[config.mk]
export PLATFORM = sky130hd
export DESIGN_NAME = axis_daq_reader
export DESIGN_NICKNAME = d
export VERILOG_FILES = /design/src/rtl/axis_daq_pkg.sv /design/src/rtl/axis_daq_reader_fifo.sv /design/src/rtl/axis_daq_reader.sv
export SDC_FILE = /design/constraint.sdc
export NUM_CORES = 1
export LEC_CHECK = 0
export CAP_MARGIN = 20
export CORE_MARGIN = 2
export CORE_UTILIZATION = 45
export CTS_BUF_LIST = sky130_fd_sc_hd__clkbuf_4
export DETAILED_ROUTE_END_ITERATION = 7
export PLACE_DENSITY = 0.76
export SLEW_MARGIN = 20
export SYNTH_ARGS = -nofsm -noshare
export SYNTH_HDL_FRONTEND = slang
export SYNTH_SLANG_ARGS = --single-unit
[constraint.sdc]
create_clock -name aclk -period 2.95 [get_ports aclk]
set_clock_uncertainty 0.2 [all_clocks]
set_input_delay 0.59 -clock aclk [delete_from_list [all_inputs] [get_ports aclk]]
set_output_delay 0.59 -clock aclk [all_outputs]
set_load 0.01 [all_outputs]
[src/rtl/axis_daq_pkg.sv]
// Shared definitions for the DAQ buffer reader: state encodings, the capture
// end delimiter and the control/status register bit positions.
package axis_daq_pkg;

  typedef enum logic [1:0] {
    ST_IDLE  = 2'd0,
    ST_READ  = 2'd1,
    ST_DRAIN = 2'd2,
    ST_DONE  = 2'd3
  } state_t;

  // Written by the capture block as the final word of a short capture.
  localparam logic [15:0] C_DELIMITER = 16'h7FFF;

  localparam int CTRL_ENABLE_BIT = 0;
  localparam int CTRL_START_LSB  = 16;

  localparam int STAT_DONE_BIT = 0;
  localparam int STAT_BUSY_BIT = 1;
  localparam int STAT_SENT_LSB = 16;
  localparam int STAT_SENT_W   = 16;

  function automatic logic [15:0] sat16(input logic [31:0] value);
    return (value > 32'h0000_FFFF) ? 16'hFFFF : value[15:0];
  endfunction

endpackage

[src/rtl/axis_daq_reader_fifo.sv]
// Small synchronous output FIFO with occupancy count, same-cycle push/pop and
// a flush that discards everything queued.
module axis_daq_reader_fifo #(
  parameter  int DEPTH = 4,
  parameter  int WIDTH = 16,
  localparam int PW    = $clog2(DEPTH),
  localparam int CW    = $clog2(DEPTH) + 1
) (
  input  logic             clk,
  input  logic             rst_n,
  input  logic             flush,
  input  logic             push,
  input  logic [WIDTH-1:0] push_data,
  input  logic             pop,
  output logic [WIDTH-1:0] head,
  output logic [CW-1:0]    count,
  output logic             empty,
  output logic             full
);

  logic [WIDTH-1:0] mem_q [DEPTH];
  logic [WIDTH-1:0] mem_d [DEPTH];
  logic [PW-1:0]    wr_ptr_q, wr_ptr_d;
  logic [PW-1:0]    rd_ptr_q, rd_ptr_d;
  logic [CW-1:0]    count_q, count_d;
  logic             do_push, do_pop;

  always_comb begin
    empty    = (count_q == '0);
    full     = (count_q == CW'(DEPTH));
    do_pop   = pop && !empty;
    // A full FIFO still accepts a push when the head leaves in the same cycle.
    do_push  = push && (!full || do_pop);
    mem_d    = mem_q;
    wr_ptr_d = wr_ptr_q;
    rd_ptr_d = rd_ptr_q;
    count_d  = count_q;
    if (flush) begin
      wr_ptr_d = '0;
      rd_ptr_d = '0;
      count_d  = '0;
    end else begin
      if (do_push) begin
        mem_d[wr_ptr_q] = push_data;
        wr_ptr_d        = wr_ptr_q + PW'(1);
      end
      if (do_pop) begin
        rd_ptr_d = rd_ptr_q + PW'(1);
      end
      case ({do_push, do_pop})
        2'b10:   count_d = count_q + CW'(1);
        2'b01:   count_d = count_q - CW'(1);
        default: count_d = count_q;
      endcase
    end
  end

  always_ff @(posedge clk) begin
    if (!rst_n) begin
      wr_ptr_q <= '0;
      rd_ptr_q <= '0;
      count_q  <= '0;
      for (int i = 0; i < DEPTH; i++) begin
        mem_q[i] <= '0;
      end
    end else begin
      wr_ptr_q <= wr_ptr_d;
      rd_ptr_q <= rd_ptr_d;
      count_q  <= count_d;
      mem_q    <= mem_d;
    end
  end

  assign head  = mem_q[rd_ptr_q];
  assign count = count_q;

  a_no_overflow: assert property (@(posedge clk) disable iff (!rst_n)
    !(push && full && !do_pop && !flush));

endmodule

[src/rtl/axis_daq_reader.sv]
// Drains the DAQ capture ring through BRAM port B and streams it as AXI-Stream.
// Optional delimiter stop: define AXIS_DAQ_READER_DELIM_STOP_EN.
//
// state    | meaning
// ST_IDLE  | waiting for enable; latches start address and length
// ST_READ  | issuing BRAM reads while credit is available
// ST_DRAIN | all reads issued; waiting for pipe and FIFO to empty
// ST_DONE  | transfer complete; waiting for enable to drop
module axis_daq_reader
  import axis_daq_pkg::*;
#(
  parameter int AXIS_TDATA_WIDTH = 32,
  parameter int BRAM_DATA_WIDTH  = 16,
  parameter int BRAM_ADDR_WIDTH  = 16,
  parameter int BRAM_RD_LATENCY  = 2,
  parameter int FIFO_DEPTH       = 4
) (
  input  logic                        aclk,
  input  logic                        aresetn,
  input  logic [31:0]                 reader_control,
  input  logic [31:0]                 reader_length,
  output logic [31:0]                 reader_status,
  output logic                        bram_portb_clk,
  output logic [BRAM_ADDR_WIDTH-1:0]  bram_portb_addr,
  input  logic [BRAM_DATA_WIDTH-1:0]  bram_portb_rddata,
  output logic                        bram_portb_en,
  output logic [AXIS_TDATA_WIDTH-1:0] m_axis_tdata,
  output logic                        m_axis_tvalid,
  input  logic                        m_axis_tready,
  output logic                        m_axis_tlast
);

  localparam int AW  = BRAM_ADDR_WIDTH;
  localparam int DW  = BRAM_DATA_WIDTH;
  localparam int LAT = BRAM_RD_LATENCY;
  localparam int CW  = $clog2(FIFO_DEPTH) + 1;
  localparam logic [CW:0] DEPTH_C = (CW + 1)'(FIFO_DEPTH);

  state_t         state_q, state_d;
  logic [AW-1:0]  rd_addr_q, rd_addr_d;
  logic [AW-1:0]  len_m1_q, len_m1_d;
  logic [AW-1:0]  issue_cnt_q, issue_cnt_d;
  logic [AW:0]    sent_cnt_q, sent_cnt_d;
  logic [LAT-1:0] pipe_q, pipe_d;

  logic [CW-1:0]  fifo_count;
  logic [CW-1:0]  inflight_cnt;
  logic [CW:0]    occupancy;
  logic [DW-1:0]  fifo_head;
  logic           fifo_empty, fifo_full;
  logic           credit, issue, push, pop, flush;
  logic           is_last, hit_delim, delim_end;
  logic           unused_ok;

  assign bram_portb_clk = aclk;

  always_comb begin
    inflight_cnt = '0;
    for (int i = 0; i < LAT; i++) begin
      inflight_cnt = inflight_cnt + CW'(pipe_q[i]);
    end
    occupancy     = {1'b0, fifo_count} + {1'b0, inflight_cnt};
    credit        = (occupancy < DEPTH_C);
    m_axis_tvalid = !fifo_empty;
    pop           = m_axis_tvalid && m_axis_tready;
    // The extra sent_cnt bit keeps a 2^AW-word transfer from re-matching len_m1.
    is_last       = m_axis_tvalid && !sent_cnt_q[AW] && (sent_cnt_q[AW-1:0] == len_m1_q);
`ifdef AXIS_DAQ_READER_DELIM_STOP_EN
    hit_delim     = m_axis_tvalid && (fifo_head == DW'(C_DELIMITER));
`else
    hit_delim     = 1'b0;
`endif
    delim_end     = hit_delim && pop;
    flush         = delim_end;
    m_axis_tlast  = is_last || hit_delim;
    m_axis_tdata  = m_axis_tvalid ?
                    {{(AXIS_TDATA_WIDTH - DW){fifo_head[DW-1]}}, fifo_head} : '0;
    issue         = (state_q == ST_READ) && credit && !delim_end;
    push          = pipe_q[LAT-1] && !delim_end;
    pipe_d        = delim_end ? '0 : ((pipe_q << 1) | LAT'(issue));
  end

  always_comb begin
    state_d     = state_q;
    rd_addr_d   = rd_addr_q;
    len_m1_d    = len_m1_q;
    issue_cnt_d = issue_cnt_q;
    sent_cnt_d  = pop ? (sent_cnt_q + (AW + 1)'(1)) : sent_cnt_q;
    case (state_q)
      ST_IDLE: begin
        if (reader_control[CTRL_ENABLE_BIT]) begin
          rd_addr_d   = reader_control[CTRL_START_LSB +: AW];
          len_m1_d    = reader_length[AW-1:0];
          issue_cnt_d = '0;
          sent_cnt_d  = '0;
          state_d     = ST_READ;
        end
      end
      ST_READ: begin
        if (issue) begin
          rd_addr_d   = rd_addr_q + AW'(1);
          issue_cnt_d = issue_cnt_q + AW'(1);
          if (issue_cnt_q == len_m1_q) begin
            state_d = ST_DRAIN;
          end
        end
      end
      ST_DRAIN: begin
        if ((pipe_q == '0) && fifo_empty) begin
          state_d = ST_DONE;
        end
      end
      ST_DONE: begin
        if (!reader_control[CTRL_ENABLE_BIT]) begin
          state_d = ST_IDLE;
        end
      end
      default: state_d = ST_IDLE;
    endcase
    if (delim_end) begin
      state_d = ST_DONE;
    end
  end

  always_ff @(posedge aclk) begin
    if (!aresetn) begin
      state_q     <= ST_IDLE;
      rd_addr_q   <= '0;
      len_m1_q    <= '0;
      issue_cnt_q <= '0;
      sent_cnt_q  <= '0;
      pipe_q      <= '0;
    end else begin
      state_q     <= state_d;
      rd_addr_q   <= rd_addr_d;
      len_m1_q    <= len_m1_d;
      issue_cnt_q <= issue_cnt_d;
      sent_cnt_q  <= sent_cnt_d;
      pipe_q      <= pipe_d;
    end
  end

  assign bram_portb_en   = issue;
  assign bram_portb_addr = rd_addr_q;

  always_comb begin
    reader_status = '0;
    reader_status[STAT_DONE_BIT] = (state_q == ST_DONE);
    reader_status[STAT_BUSY_BIT] = (state_q == ST_READ) || (state_q == ST_DRAIN);
    reader_status[STAT_SENT_LSB +: STAT_SENT_W] = sat16(32'(sent_cnt_q));
  end

  assign unused_ok = ^{reader_control, reader_length, fifo_full};

  axis_daq_reader_fifo #(
    .DEPTH (FIFO_DEPTH),
    .WIDTH (DW)
  ) u_fifo (
    .clk       (aclk),
    .rst_n     (aresetn),
    .flush     (flush),
    .push      (push),
    .push_data (bram_portb_rddata),
    .pop       (pop),
    .head      (fifo_head),
    .count     (fifo_count),
    .empty     (fifo_empty),
    .full      (fifo_full)
  );

endmodule
Word-level counts from Yosys, hierarchy flattened

Cells that the tools add are included.
W data, S select, Z words.

$add $sub $neg: 9
Order comparisons: 5
Equal/unequal tests: 13
Muxes and demuxes: 24
Bitwise gates (word level): 3
Reductions and logical operators: 21

Operators with widths:

| cell                    | number |
|---|---|
| $mux W16                | 8 |
| $bwmux W64              | 1 |
| $pmux W16 S2            | 2 |
| $mux W17                | 3 |
| $add A16 B1 Y16 const B | 2 |
| $bmux W16 S2            | 1 |
| $demux W16 S2           | 1 |
| $eq A16 B16 Y1          | 2 |
| $mux W32                | 1 |
| $add A17 B1 Y17 const B | 1 |
| $gt A17 B16 Y1 const B  | 1 |
| $mux W2                 | 5 |
| $logic_and A1 B1 Y1     | 8 |
| $ne A2 B2 Y1 const B    | 4 |
| $pmux W2 S4             | 1 |
| $eq A2 B2 Y1 const B    | 3 |
| $ge A3 B3 Y1 const B    | 2 |
| $not A2 Y3              | 2 |
| $pmux W3 S2             | 1 |
| $reduce_and A5 Y1       | 1 |
| $add A2 B1 Y2 const B   | 2 |
| $add A3 B2 Y4           | 1 |
| $eq A2 B1 Y1 const B    | 2 |
| $logic_not A2 Y1        | 2 |
| 14 further kinds        | 18 |

Flip-flop bits (word level): 140
Bits of input ports: 83
Logic and storage cells: 88

Longest topological paths before layout

Gate-level depths: netlist (run 1).

Word-level depth: 8
Mapped depth: 10
Depth with buffers taken out: 9

By module

Synthesis (run 1) repeated with hierarchy kept, for this count alone.

Cell total of the unflattened synthesis: 832
Area total of the unflattened synthesis: 7583.5 µm²

By module, submodules not included:

| module               | times used | cells each | area each (µm²) |
|---|---|---|---|
| axis_daq_reader      | 1          | 534        | 4334.2 |
| axis_daq_reader_fifo | 1          | 298        | 3249.4 |

==> impl_metrics.json, run 1 <==
{
  "status": "finished, violations left",
  "violations": "setup timing",
  "gp_congestion": 0.844,
  "dr.pass1.iters": 7,
  "cp-end-kind": "output pin",
  "io_pins": 167,
  "netlist_area_um2": 7420,
  "post-synth-top-area-fraction_pct": 37.8,
  "vias": 6538,
  "placed_cell_area_um2": 8810,
  "utilization_pct": 58.0,
  "grt_pass1_wl_um": 30700,
  "synth_edf_count": 0,
  "ys_seq_area_share_pct": 37.8,
  "required_ns": 2.16,
  "core_area_um2": 16000,
  "io_buffers": 121,
  "synth.largest_area_cell": "dfxtp_1",
  "die-area_um2": 17500,
  "layout.nets": 1109,
  "hp-class": "in2reg",
  "start_util_pct": 46.4,
  "slew_headroom_pct": 49.3,
  "synth.distinct_cells": 57,
  "crit_slowest_cell": "dfxtp_2",
  "synthMostInstantiatedCell": "nand2_1",
  "die_x_um": 132,
  "ys_seq_elements": 140,
  "startpoint_type": "flop",
  "grt_antenna_before_repair": 0,
  "grt_max_degree": 80,
  "detail-route-antenna-nets": 0,
  "peakVddDrop_v": 0.000255,
  "min_period_over_period_pct": 105,
  "synth_warnings": 0,
  "slew_viol_final": 0,
  "max_slew.worst_pin.slew_ns": 0.754,
  "hold_violations": 0,
  "fmaxAchievable_mhz": 324,
  "setup_violations": 14,
  "synth_common_cells": "nand2_1, dfxtp_1, a21boi_0",
  "setup_ws_ns": -0.139,
  "grt_overflow": 0,
  "slowest_delay_ns": 0.35,
  "multi_input_area_um2": 4260,
  "avgViaCountPerCell": 5.28,
  "first_global_vias": 6124,
  "rrSetupSlack_ns": 0.40,
  "synth_cells": 879,
  "final_cells": 1239,
  "grt_use_total_pct": 21.5,
  "drive_gt1_share_pct": 20.3,
  "area_growth_syn_to_layout_pct": 24.9,
  "seqCellArea_um2": 2820,
  "synthArstFlopShare_pct": 0,
  "hpwl_um": 12700,
  "synth.area.top_cells": "dfxtp_1, nand2_1, a21boi_0",
  "clk_pin_slew_ns": 0.12,
  "synth_flop_cell": "dfxtp_1",
  "detail_route.wl_per_cell_um": 15.3,
  "clkLatencyLatePin_ns": 0.64,
  "wl_um": 19000,
  "tritoncts": "built",
  "layout_min_cycle_time_ns": 3.09,
  "rsz0062_at_grt": "yes",
  "final_cell_area_um2": 9280,
  "die_y_um": 132,
  "crit_type": "reg2out",
  "row_count": 46,
  "fillers": 1462,
  "ctsHoldBuffers": 0,
  "drv_cap": 0,
  "dp.cells": 1184,
  "leakage_uw": 0.00368,
  "avgSynthCellArea_um2": 8.45,
  "cp.arrival_ns": 2.30,
  "drc": 0,
  "critPathMaxFanout": 11,
  "cp_cell_sequence": "nand4_1, nor4_4, and3_1, ha_2, a21oi_4, or2_2, buf_6",
  "antenna_cells": 0,
  "drt_iter0_markers": 492,
  "powerDensity_nw_per_um2": 596
}
[cell usage in the layout (no fill, tap or decap), types with 13 or more instances in the layout]
cell type	instances
a21boi_0	70
a21boi_1	21
a21oi_1	20
and2_1	25
buf_2	15
buf_4	43
buf_6	28
clkbuf_2	17
clkbuf_4	20
clkdlybuf4s50_1	68
conb_1	14
dfxtp_1	129
ha_1	13
inv_1	15
mux4_2	16
nand2_1	170
nand3_1	47
nor2_1	39
nor4_1	13
o21ai_0	16
xnor2_1	20
xor2_1	41
[per-layer routing]
metal / vias to the layer above / GRT usage (%) / wire (µm)
li1: 3223 / - / -
met1: 3088 / 27.9 / 8590
met2: 209 / 35.8 / 9140
met3: 18 / 4.75 / 1040
met4: 0 / 6.63 / 194
met5: - / 0 / 0
[worst paths after layout]
kind | from | end | cells after the start
setup / recovery | sent_cnt_q[10]$_SDFF_PN0_ | reader_status[19] | 7
hold reg to reg | u_fifo.mem_q[22]$_SDFFE_PN0P_ | u_fifo.mem_q[22]$_SDFFE_PN0P_ | 2
hold / removal | aresetn | len_m1_q[14]$_SDFFE_PN0P_ | 2
setup reg to reg | u_fifo.count[0]$_SDFFE_PN0P_ | bram_portb_addr[8]$_SDFFE_PN0P_ | 7
[final cells by class]
class                           count  share of cell area [%]
Clock buffer                       21                    1.71
Sequential cell                   140                    30.4
Tap cell                          216                    2.91
Inverter                           17                   0.688
Timing Repair Buffer              178                    17.0
Clock inverter                     15                    1.35
Multi-Input combinational cell    652                    45.9
[worst max-delay path, delay by kind of cell (launching register included)]
family	cells	cell delay [ns]
simple gates	4	0.94
flops	1	0.35
fa+ha+maj	1	0.20
buf+inv	1	0.12
compound gates	1	0.06
[logic make-up (layout without fill, tap and decap cells)]
family | count (synthesis) | in the layout | share of synthesized area (%)
xor gates and xnor gates | 61 | 61 | 7.20
DFF | 140 | 140 | 37.8
adders and majority gates | 16 | 16 | 2.80
AOI/OAI and AO/OA | 159 | 159 | 15.2
buffers and inverters | 102 | 231 | 7.06
other | 1 | 14 | 0.0505
muxes | 21 | 21 | 5.55
and+or+nand+nor | 379 | 381 | 24.4
[state kept, by name (all words and copies together), names as in the netlist]
name,count
u_fifo.count,3
issue_cnt_q,16
len_m1_q,16
sent_cnt_q,17
bram_portb_addr,16
pipe_q,2
state_q,2
u_fifo.wr_ptr_q,2
u_fifo.mem_q,64
u_fifo.rd_ptr_q,2
[through the flow]
stage / hold slack [ns] / power (µW) / setup TNS [ns] / worst slack, ns
2_1_floorplan: 0.232 / 3410 / 0 / 0.319
3_3_place_gp: 0.237 / 4140 / -0.439 / -0.0445
3_5_place_dp: 0.245 / 4180 / -0.965 / -0.106
4_1_cts: 0.102 / 5510 / -2.29 / -0.181
5_1_grt: 0.101 / 5880 / -4.35 / -0.290
6_report: 0.153 / 5530 / -1.49 / -0.139
[timing repair]
| item | in CTS | in global routing |
|---|---|---|
| setup endpoints to repair | 52 | 48 |
| gates cloned | 0 | 2 |
| pin swaps | 11 | 8 |
| buffers inserted | 17 | 4 |
| resized for setup | 217 | 37 |
[power by group]
part	internal, µW	switching [µW]	total (µW)
logic	1000	1070	2070
registers	2060	198	2250
clock network	473	738	1210
Note: power is estimated with default switching activity, not from simulation.
==> inputs of run 2 (changes only) <==
Settings changed: SLEW_MARGIN 20 to 10.
==> results of run 2 <==
Final layout, timing and power as in run 1 (identical DEF).
==> inputs of run 3 (changes only) <==
Settings changed: RECOVER_POWER from default to 50.
==> run 3 against run 2 <==
The flow still finishes with violations (setup timing). Sequential share of layout area grew 0.11 points. Via count is essentially flat. Setup slack gained 0.0033 ns. Non-clock buffer count is the same. Critical path type unchanged. Maximum frequency grew 0.11%. Critical endpoint unchanged.
==> impl_metrics.json, run 3 (synthesis gave the netlist of run 1 again) <==
{
  "leakage_uw": 0.00366,
  "die-area_um2": 17500,
  "grt.busiest_layer": "met2",
  "drc": 0,
  "max_slew.worst_pin.slew_ns": 1.16,
  "status": "finished, violations left",
  "power_frac_clock_pct": 22.0,
  "utilization_pct": 57.7,
  "drt_iter0_markers": 483,
  "grt_use_total_pct": 21.5,
  "crit_type": "reg2out",
  "p_switching_uw": 2000,
  "required_ns": 2.16,
  "avgViaCountPerCell": 5.28,
  "critPathMaxFanout": 11,
  "hpwl_um": 12700,
  "fillers": 1468,
  "setup_violations": 15,
  "powerDensity_nw_per_um2": 595,
  "violations": "setup timing",
  "seqCellArea_um2": 2820,
  "start_util_pct": 46.4,
  "clkLatencyLatePin_ns": 0.63,
  "core_area_um2": 16000,
  "die_x_um": 132,
  "io_pins": 167,
  "ctsHoldBuffers": 0,
  "peakVddDrop_v": 0.000253,
  "grt_antenna_before_repair": 0,
  "largest_register": "u_fifo.mem_q",
  "largest_registers": "u_fifo.mem_q: 64 flops, sent_cnt_q: 17 flops",
  "io_buffers": 121,
  "area_growth_syn_to_layout_pct": 24.3,
  "grt_pass1_wl_um": 30700,
  "fmaxAchievable_mhz": 324,
  "dr.pass1.iters": 5,
  "clk_pin_slew_ns": 0.12,
  "hp-class": "in2reg",
  "setup_ws_ns": -0.136,
  "cp-end-kind": "output pin",
  "cp.arrival_ns": 2.30,
  "largest_register_ffs": 64,
  "layout.nets": 1109,
  "p_int_uw": 3500,
  "layout_min_cycle_time_ns": 3.09,
  "final_cell_mix": "nand2_1, dfxtp_1, a21boi_0, clkdlybuf4s50_1, nand3_1",
  "grt_max_degree": 80,
  "drive_gt1_share_pct": 19.4,
  "grt.met3_usage_pct": 4.75,
  "slew_headroom_pct": 22.5,
  "min_period_over_period_pct": 105,
  "combinationalPowerShare_pct": 37.0,
  "grt_overflow": 0,
  "rsz0062_at_grt": "yes",
  "setup_tns_ns": -1.52,
  "antenna_cells": 0,
  "gp_congestion": 0.844,
  "first_global_vias": 6124,
  "final_common_cell": "nand2_1",
  "hold_violations": 0,
  "grt_use_met2_pct": 35.8,
  "pre_cts_ws_ns": -0.106,
  "slew_viol_final": 0,
  "grt_use_met1_pct": 27.9,
  "vias": 6536,
  "detail_route.wl_per_cell_um": 15.3,
  "drv_cap": 0,
  "whs_ns": 0.155,
  "wl_um": 18900,
  "switching_share_pct": 36.3,
  "multi_input_area_um2": 4250,
  "startpoint_type": "flop",
  "tritoncts": "built",
  "seq_power_share_pct": 41.0,
  "detail-route-antenna-nets": 0,
  "die_y_um": 132,
  "row_count": 46
}
-- run 3: repair_timing --
item | 4_1_cts | 5_1_grt
buffers inserted | 17 | 4
gates cloned | 0 | 2
resized for setup | 217 | 37
pin swaps | 11 | 8
endpoints found under the setup margin | 52 | 48
-- run 3: final cells by class --
class                   instances  share of cell area (%)
repair buffers                178                    16.8
clock inverters                15                    1.36
well taps                     216                    2.93
clock buffers                  21                    1.72
inverters                      17                   0.691
flip-flops and latches        140                    30.5
multi-input cells             652                    46.0
-- run 3: final timing paths --
| check | cells after the start | endpoint | startpoint | slack [ns] |
|---|---|---|---|---|
| setup / recovery | 7 | reader_status[19] | sent_cnt_q[10]$_SDFF_PN0_ | -0.14 |
| hold / removal | 2 | len_m1_q[14]$_SDFFE_PN0P_ | aresetn | 0.16 |
| setup reg to reg | 7 | bram_portb_addr[8]$_SDFFE_PN0P_ | u_fifo.count[0]$_SDFFE_PN0P_ | 0.04 |
| hold reg to reg | 2 | u_fifo.mem_q[12]$_SDFFE_PN0P_ | u_fifo.mem_q[12]$_SDFFE_PN0P_ | 0.26 |
-- run 3: layer usage --
metal / up-vias / wire (µm)
li1: 3221 / -
met1: 3084 / 8580
met5: - / 0
met2: 214 / 9190
met4: 0 / 173
met3: 17 / 975
-- run 3: critical path, stage by stage (launching register included) --
cell,delay (ns)
dfxtp_2,0.35
nand4_1,0.15
nor4_4,0.30
and3_1,0.19
ha_2,0.20
a21oi_4,0.06
or2_2,0.30
buf_6,0.12
-- run 3: power by group through the flow --
stage | clock [µW] | sequential (µW) | combinational, µW
2_1_floorplan | 27.9 | 2250 | 1130
3_3_place_gp | 34.5 | 2280 | 1830
3_5_place_dp | 34.5 | 2280 | 1860
4_1_cts | 1260 | 2250 | 2010
5_1_grt | 1340 | 2280 | 2220
6_report | 1210 | 2250 | 2030
-- run 3: through the flow --
| step | cells | power (µW) | instance area (µm²) |
|---|---|---|---|
| global placement | 1184 | 4140 | 8810 |
| CTS | 1235 | 5510 | 9270 |
| finish | 1239 | 5490 | 9230 |
| global route | 1239 | 5840 | 9230 |
| floorplan | 892 | 3410 | 7470 |
| detailed placement | 1184 | 4180 | 8810 |
